<file path="src/rtl/arm_mul_pkg.sv">
// Shared definitions for the iterative multiply unit: FSM state encoding and
// the iteration geometry derived from operand width and bits retired per cycle.
package arm_mul_pkg;

    typedef enum logic [1:0] {
        IDLE = 2'd0,
        RUN  = 2'd1,
        FIX  = 2'd2,
        DONE = 2'd3
    } state_t;

    localparam int MUL_WIDTH   = 32;
    localparam int MUL_BITS_PC = 2;
    localparam int ITER        = MUL_WIDTH / MUL_BITS_PC;
    localparam int CNT_W       = $clog2(ITER);

endpackage

</file>
<file path="src/rtl/mul_step.sv">
// One radix-2^BITS_PC step: adds mcand * bits into the running product.
// The multiplicand arrives already shifted to the weight of the current digit.
module mul_step
    import arm_mul_pkg::*;
#(
    parameter int WIDTH   = MUL_WIDTH,
    parameter int BITS_PC = MUL_BITS_PC
) (
    input  logic [2*WIDTH-1:0] prod,
    input  logic [2*WIDTH-1:0] mcand,
    input  logic [BITS_PC-1:0] bits,
    output logic [2*WIDTH-1:0] sum
);

    // Accumulate one shifted copy of the multiplicand per set multiplier bit
    always_comb begin
        sum = prod;
        for (int k = 0; k < BITS_PC; k++) begin
            if (bits[k]) begin
                sum = sum + (mcand << k);
            end
        end
    end

endmodule

</file>
<file path="src/rtl/mul_unit.sv">
// Iterative multiply unit (MUL/MLA, optionally UMULL/SMULL).
// Optional feature macro: MUL_LONG_EN enables long_op/signed_op, the FIX
// state (sign correction of signed long products) and the 64-bit flags.
//
// Handshake: start is sampled only in IDLE; once accepted, the operands are
// latched and later input changes have no effect. busy is high while the
// product is being formed (RUN/FIX); done pulses for one cycle when the
// results and flags are updated, and those hold until the next done.
// start seen while busy or in DONE is dropped, never queued.
module mul_unit
    import arm_mul_pkg::*;
#(
    parameter int WIDTH   = MUL_WIDTH,
    parameter int BITS_PC = MUL_BITS_PC
) (
    input  logic             clk,
    input  logic             reset,
    input  logic             start,
    input  logic             accumulate,
    input  logic             long_op,
    input  logic             signed_op,
    input  logic [WIDTH-1:0] a,
    input  logic [WIDTH-1:0] b,
    input  logic [WIDTH-1:0] acc,
    output logic             busy,
    output logic             done,
    output logic [WIDTH-1:0] result_lo,
    output logic [WIDTH-1:0] result_hi,
    output logic             flag_n,
    output logic             flag_z,
    output logic [1:0]       dbg_state
);

    state_t               state;
    logic [CNT_W-1:0]     cnt;
    logic [2*WIDTH-1:0]   prod;
    logic [2*WIDTH-1:0]   mcand;
    logic [WIDTH-1:0]     mplier;
    logic [2*WIDTH-1:0]   step_sum;
    logic                 long_eff;
    logic                 sgn_eff;
    logic [WIDTH-1:0]     a_mag;
    logic [WIDTH-1:0]     b_mag;

`ifdef MUL_LONG_EN
    logic                 long_q;
    logic                 sgn_q;
    logic                 neg_q;

    assign long_eff = long_op;
    assign sgn_eff  = long_op & signed_op;
`else
    logic                 unused_long;

    assign long_eff    = 1'b0;
    assign sgn_eff     = 1'b0;
    assign unused_long = ^{long_op, signed_op};
    assign result_hi   = '0;
`endif

    // Signed long operands are multiplied as magnitudes; the sign is restored in FIX
    assign a_mag = (sgn_eff && a[WIDTH-1]) ? -a : a;
    assign b_mag = (sgn_eff && b[WIDTH-1]) ? -b : b;

    assign dbg_state = state;

    mul_step #(
        .WIDTH  (WIDTH),
        .BITS_PC(BITS_PC)
    ) u_step (
        .prod (prod),
        .mcand(mcand),
        .bits (mplier[BITS_PC-1:0]),
        .sum  (step_sum)
    );

    // Control FSM with datapath registers and registered outputs
    always_ff @(posedge clk or negedge reset) begin
        if (!reset) begin
            state     <= IDLE;
            cnt       <= '0;
            prod      <= '0;
            mcand     <= '0;
            mplier    <= '0;
            busy      <= 1'b0;
            done      <= 1'b0;
            result_lo <= '0;
            flag_n    <= 1'b0;
            flag_z    <= 1'b0;
`ifdef MUL_LONG_EN
            result_hi <= '0;
            long_q    <= 1'b0;
            sgn_q     <= 1'b0;
            neg_q     <= 1'b0;
`endif
        end else begin
            case (state)
                IDLE: begin
                    done <= 1'b0;
                    if (start) begin
                        mcand  <= {{WIDTH{1'b0}}, a_mag};
                        mplier <= b_mag;
                        prod   <= (accumulate && !long_eff) ? {{WIDTH{1'b0}}, acc} : '0;
                        cnt    <= CNT_W'(ITER - 1);
                        busy   <= 1'b1;
                        state  <= RUN;
`ifdef MUL_LONG_EN
                        long_q <= long_eff;
                        sgn_q  <= sgn_eff;
                        neg_q  <= sgn_eff & (a[WIDTH-1] ^ b[WIDTH-1]);
`endif
                    end
                end
                RUN: begin
                    prod   <= step_sum;
                    mcand  <= mcand << BITS_PC;
                    mplier <= mplier >> BITS_PC;
                    cnt    <= cnt - 1'b1;
                    if (cnt == '0) begin
`ifdef MUL_LONG_EN
                        if (sgn_q) begin
                            state <= FIX;
                        end else begin
                            busy  <= 1'b0;
                            state <= DONE;
                        end
`else
                        busy  <= 1'b0;
                        state <= DONE;
`endif
                    end
                end
`ifdef MUL_LONG_EN
                FIX: begin
                    if (neg_q) begin
                        prod <= -prod;
                    end
                    busy  <= 1'b0;
                    state <= DONE;
                end
`endif
                DONE: begin
                    done      <= 1'b1;
                    result_lo <= prod[WIDTH-1:0];
`ifdef MUL_LONG_EN
                    result_hi <= long_q ? prod[2*WIDTH-1:WIDTH] : '0;
                    flag_n    <= long_q ? prod[2*WIDTH-1] : prod[WIDTH-1];
                    flag_z    <= long_q ? (prod == '0) : (prod[WIDTH-1:0] == '0);
`else
                    flag_n    <= prod[WIDTH-1];
                    flag_z    <= (prod[WIDTH-1:0] == '0);
`endif
                    state     <= IDLE;
                end
                default: begin
                    busy  <= 1'b0;
                    state <= IDLE;
                end
            endcase
        end
    end

endmodule

</file>
<file path="config.mk">
export PLATFORM = sky130hd
export DESIGN_NAME = mul_unit
export DESIGN_NICKNAME = d
export VERILOG_FILES = /design/src/rtl/arm_mul_pkg.sv /design/src/rtl/mul_step.sv /design/src/rtl/mul_unit.sv
export SDC_FILE = /design/constraint.sdc
export NUM_CORES = 1
export LEC_CHECK = 0
export CORE_MARGIN = 2
export CORE_UTILIZATION = 35
export DETAILED_ROUTE_END_ITERATION = 6
export MAX_ROUTING_LAYER = met4
export SLEW_MARGIN = 20
export SYNTH_ARGS = -nofsm -noshare
export SYNTH_HDL_FRONTEND = slang
export SYNTH_SLANG_ARGS = --single-unit
export TNS_END_PERCENT = 20
</file>
<file path="constraint.sdc">
create_clock -name clk -period 5.1 [get_ports clk]
set_input_delay 1.02 -clock clk [delete_from_list [all_inputs] [get_ports clk]]
set_output_delay 1.02 -clock clk [all_outputs]
set_load 0.02 [all_outputs]
</file>
==> flow_metrics.tcl <==
set metrics [dict create \
    slowest_stage "dfrtp_1" \
    cts.sinks 137 \
    wl_per_cell_microns 17.98 \
    synth_edf_count 0 \
    synth.avg_cell_area_sq_um 8.983 \
    critPathArrivalTime_ns 5.33 \
    viasPerCell 5.279 \
    boundaryPins 172 \
    grt_pass1_wl_microns 47330 \
    cp_common_cell "buf_4" \
    area_growth_syn_to_layout_pct 26.57 \
    layoutNonFillerInstCount 1673 \
    maxSlewHeadroom 0.4005 \
    drtIter0Drc 544 \
    syn_inst 1126 \
    r2r_end "prod[31]" \
    num-fill-cells 2822 \
    finalCritPeriodShare 0.9766 \
    cts_buffers 17 \
    cts_tree "yes" \
    pre_cts_ws_ns 0.03610 \
    skew_ns 0.009051 \
    grt_max_degree 72 \
    reg2reg_slack_ns 0.12 \
    fin_ws_ns 0.1193 \
    ctsLongestPathBuffers 2 \
    via_count 8831 \
    ant_nets 0 \
    clk_latency_ns 0.43 \
    synthFlopType "dfrtp_1" \
    maxCapViolations 0 \
    core-area_sq_um 28550 \
    cp_cell_sequence "ha_2 -> fa_2 -> a21o_1 -> a311oi_2 -> buf_4 -> nor4b_2 -> nor3_4 -> o21ai_2 -> buf_4 -> xor2_1 -> mux2_2 -> ha_4 -> nand3_2 -> or3_4 -> o21ai_2 -> a21oi_2 -> buf_4 -> o31a_1 -> mux2i_1 -> xnor2_1 -> nand3_1 -> o211ai_1" \
    hold_viol 0 \
    multi_input_area_sq_um 6442 \
    rsz0062_at_grt "yes" \
    routabilityCongestion 0.8889 \
    whs_path_depth 2 \
    seqCellArea_sq_um 3428 \
    hold-path-endpoint "mplier[19]" \
    die_area_sq_um 30270 \
    cp-start-kind "flop" \
    antenna_cells 0 \
    cp_num_buf_inv 3 \
    hold_buffers 0 \
    reg2reg_depth 22 \
    route.detailed.drc 0 \
    ys_types 76 \
    cts.clk_slew.worst_paths_ns 0.07 \
    criticalPathCategory "flop to flop" \
    yosysWarnings 0 \
    worstHoldPathType "flop to flop" \
    drt_pass1_iterations 5 \
    antenna_found_initial 0 \
    htreeDepth 4 \
    grt_use_total 0.2031 \
    initial_core_util 0.3543 \
    reg2reg_from "prod[0]" \
    hold_start "mplier[19]" \
    syn_area_sq_um 10110 \
    stdcell_area_sq_um 12800 \
    port_buffers 137 \
    num_rows 62 \
    drt-total-wl_microns 30080 \
    worstMarginPinSlew_ns 0.8879 \
    setup_viol 0 \
    synth-seq-area-share 0.3389 \
    path_max_fanout 4 \
    period_minus_slack_ns 4.981 \
    nets 1450 \
    required_ns 5.45 \
    dpl.cell_count 1640 \
    die-width_microns 174.0 \
    slowest_delay_ns 0.39 \
    ys_seq_elements 137 \
    grt-ovfl-total 0 \
    root_buffer "clkbuf_16" \
    placed_area_sq_um 12050 \
    outcome "complete, no violations" \
    drive_gt1_frac 0.1412 \
    fp.dieH_microns 174.0 \
    cpLargestDelayFamily "compound AO/OA/AOI/OAI gates" \
    hpwl_microns 22190 \
    max_freq_mhz 200.8 \
    maxSlewViolCount 0 \
    async_reset_ff_frac 1.000 \
    cp-end-kind "flop" \
    grt_pass1_vias 8638 \
]
## cell families (layout without fill, tap and decap cells)
| kind of cell | Yosys count | after routing | synth area share |
|---|---|---|---|
| and+or+nand+nor | 278 | 278 | 0.1253 |
| xor gates and xnor gates | 52 | 52 | 0.04503 |
| other | 1 | 32 | 0.0003707 |
| AOI/OAI and AO/OA | 353 | 353 | 0.2185 |
| muxes | 121 | 121 | 0.1274 |
| buffers and inverters | 112 | 244 | 0.05393 |
| DFF | 137 | 137 | 0.3389 |
| adders and majority gates | 72 | 72 | 0.09055 |
## routing by layer
metal | routed length [microns] | global-route usage | vias to the layer above
met4 | 563 | 0.05497 | 0
met2 | 13640 | 0.3083 | 241
met5 | 0 | - | -
met1 | 14550 | 0.2790 | 4211
li1 | - | - | 4339
met3 | 1327 | 0.03631 | 40
## synthesized netlist by cell type, drive strengths merged, types with 6 or more instances
cell type	count	area (sq um)
a21oi	95	479.2
o21bai	10	75.07
nor2	70	262.8
dfrtp	137	3428
clkbuf	46	172.7
o21ai	121	609.3
and3	11	68.82
buf	44	290.3
a21o	34	264.0
mux2	56	638.1
nand4	10	62.56
a31oi	7	43.79
nand2b	10	62.56
inv	22	82.58
o22ai	6	37.54
ha	70	875.8
a211oi	7	57.55
nand3	14	70.07
xnor2	35	306.5
mux2i	65	650.6
xor2	17	148.9
nor4	7	43.79
o211ai	12	90.09
a221oi	7	67.56
nand2	126	473.0
o21a	11	82.58
nor3	6	41.29
## flip-flops by register name (all words and copies together), names as in the netlist
signal / count
flag_z: 1
flag_n: 1
mplier: 32
prod: 32
cnt: 4
result_lo: 31
mcand: 32
done: 1
dbg_state: 2
busy: 1
## layout make-up
cell class,count,area share
clock buffers,17,0.03323
clock inverters,15,0.01222
inverters,22,0.006450
multi-input cells,908,0.5032
flip-flops and latches,137,0.2678
well taps,384,0.03753
repair buffers,190,0.1396
## cells in the final DEF (no fill, tap or decap), drive strengths merged, types with 4 or more instances in the layout
cell | netlist | final
ha | 70 | 70
o21a | 11 | 11
nand2 | 126 | 126
o211a | 4 | 4
dfrtp | 137 | 137
buf | 44 | 54
inv | 22 | 30
and3 | 11 | 11
xor2 | 17 | 17
nor2b | 4 | 4
a21oi | 95 | 95
nor3 | 6 | 6
o21ai | 121 | 121
and2 | 4 | 4
xnor2 | 35 | 35
mux2i | 65 | 65
clkbuf | 46 | 17
nand2b | 10 | 10
conb | 1 | 32
o221ai | 4 | 4
a221oi | 7 | 7
o211ai | 12 | 12
nand4 | 10 | 10
a211oi | 7 | 7
a31oi | 7 | 7
o22ai | 6 | 6
mux2 | 56 | 56
o21bai | 10 | 10
o31ai | 4 | 4
nor2 | 70 | 70
nor4 | 7 | 7
clkdlybuf4s50 | 0 | 136
nand3 | 14 | 14
a21o | 34 | 34
## worst min-delay path, delay by kind of cell (launching register included)
| kind | cells | cell delay [ns] |
|---|---|---|
| AO/OA/AOI/OAI | 1 | 0.06 |
| flip-flops | 1 | 0.34 |
| AND/OR/NAND/NOR | 1 | 0.04 |
## through the flow
step | hold slack (ns) | setup TNS [ns] | utilization
detailed placement | 0.4699 | 0 | 0.4222
global route | 0.5051 | -0.5397 | 0.4485
CTS | 0.4858 | 0 | 0.4426
finish | 0.4776 | 0 | 0.4485
floorplan | 0.4496 | 0 | -
global placement | 0.4609 | 0 | 0.4222
## worst max path at each step
| stage | endpoint | start | cells after the start | slack, ns |
|---|---|---|---|---|
| after floorplan | prod[31] | prod[0] | 22 | 0.42 |
| after global placement | prod[31] | prod[0] | 23 | 0.04 |
| after detailed placement | prod[31] | prod[0] | 23 | 0.04 |
| after CTS | prod[31] | prod[0] | 23 | 0.05 |
| after global routing | prod[31] | prod[0] | 22 | -0.13 |
| final | prod[31] | prod[0] | 22 | 0.12 |
## what timing repair did
| item | CTS | global route |
|---|---|---|
| resized for setup | 0 | 35 |
| setup endpoints to repair | 1 | 11 |
| pin swaps | 1 | 25 |
| buffers inserted | 0 | 1 |
Power is not shown: default switching activity piles up to over one toggle a cycle in this logic, so the estimate is an artifact.
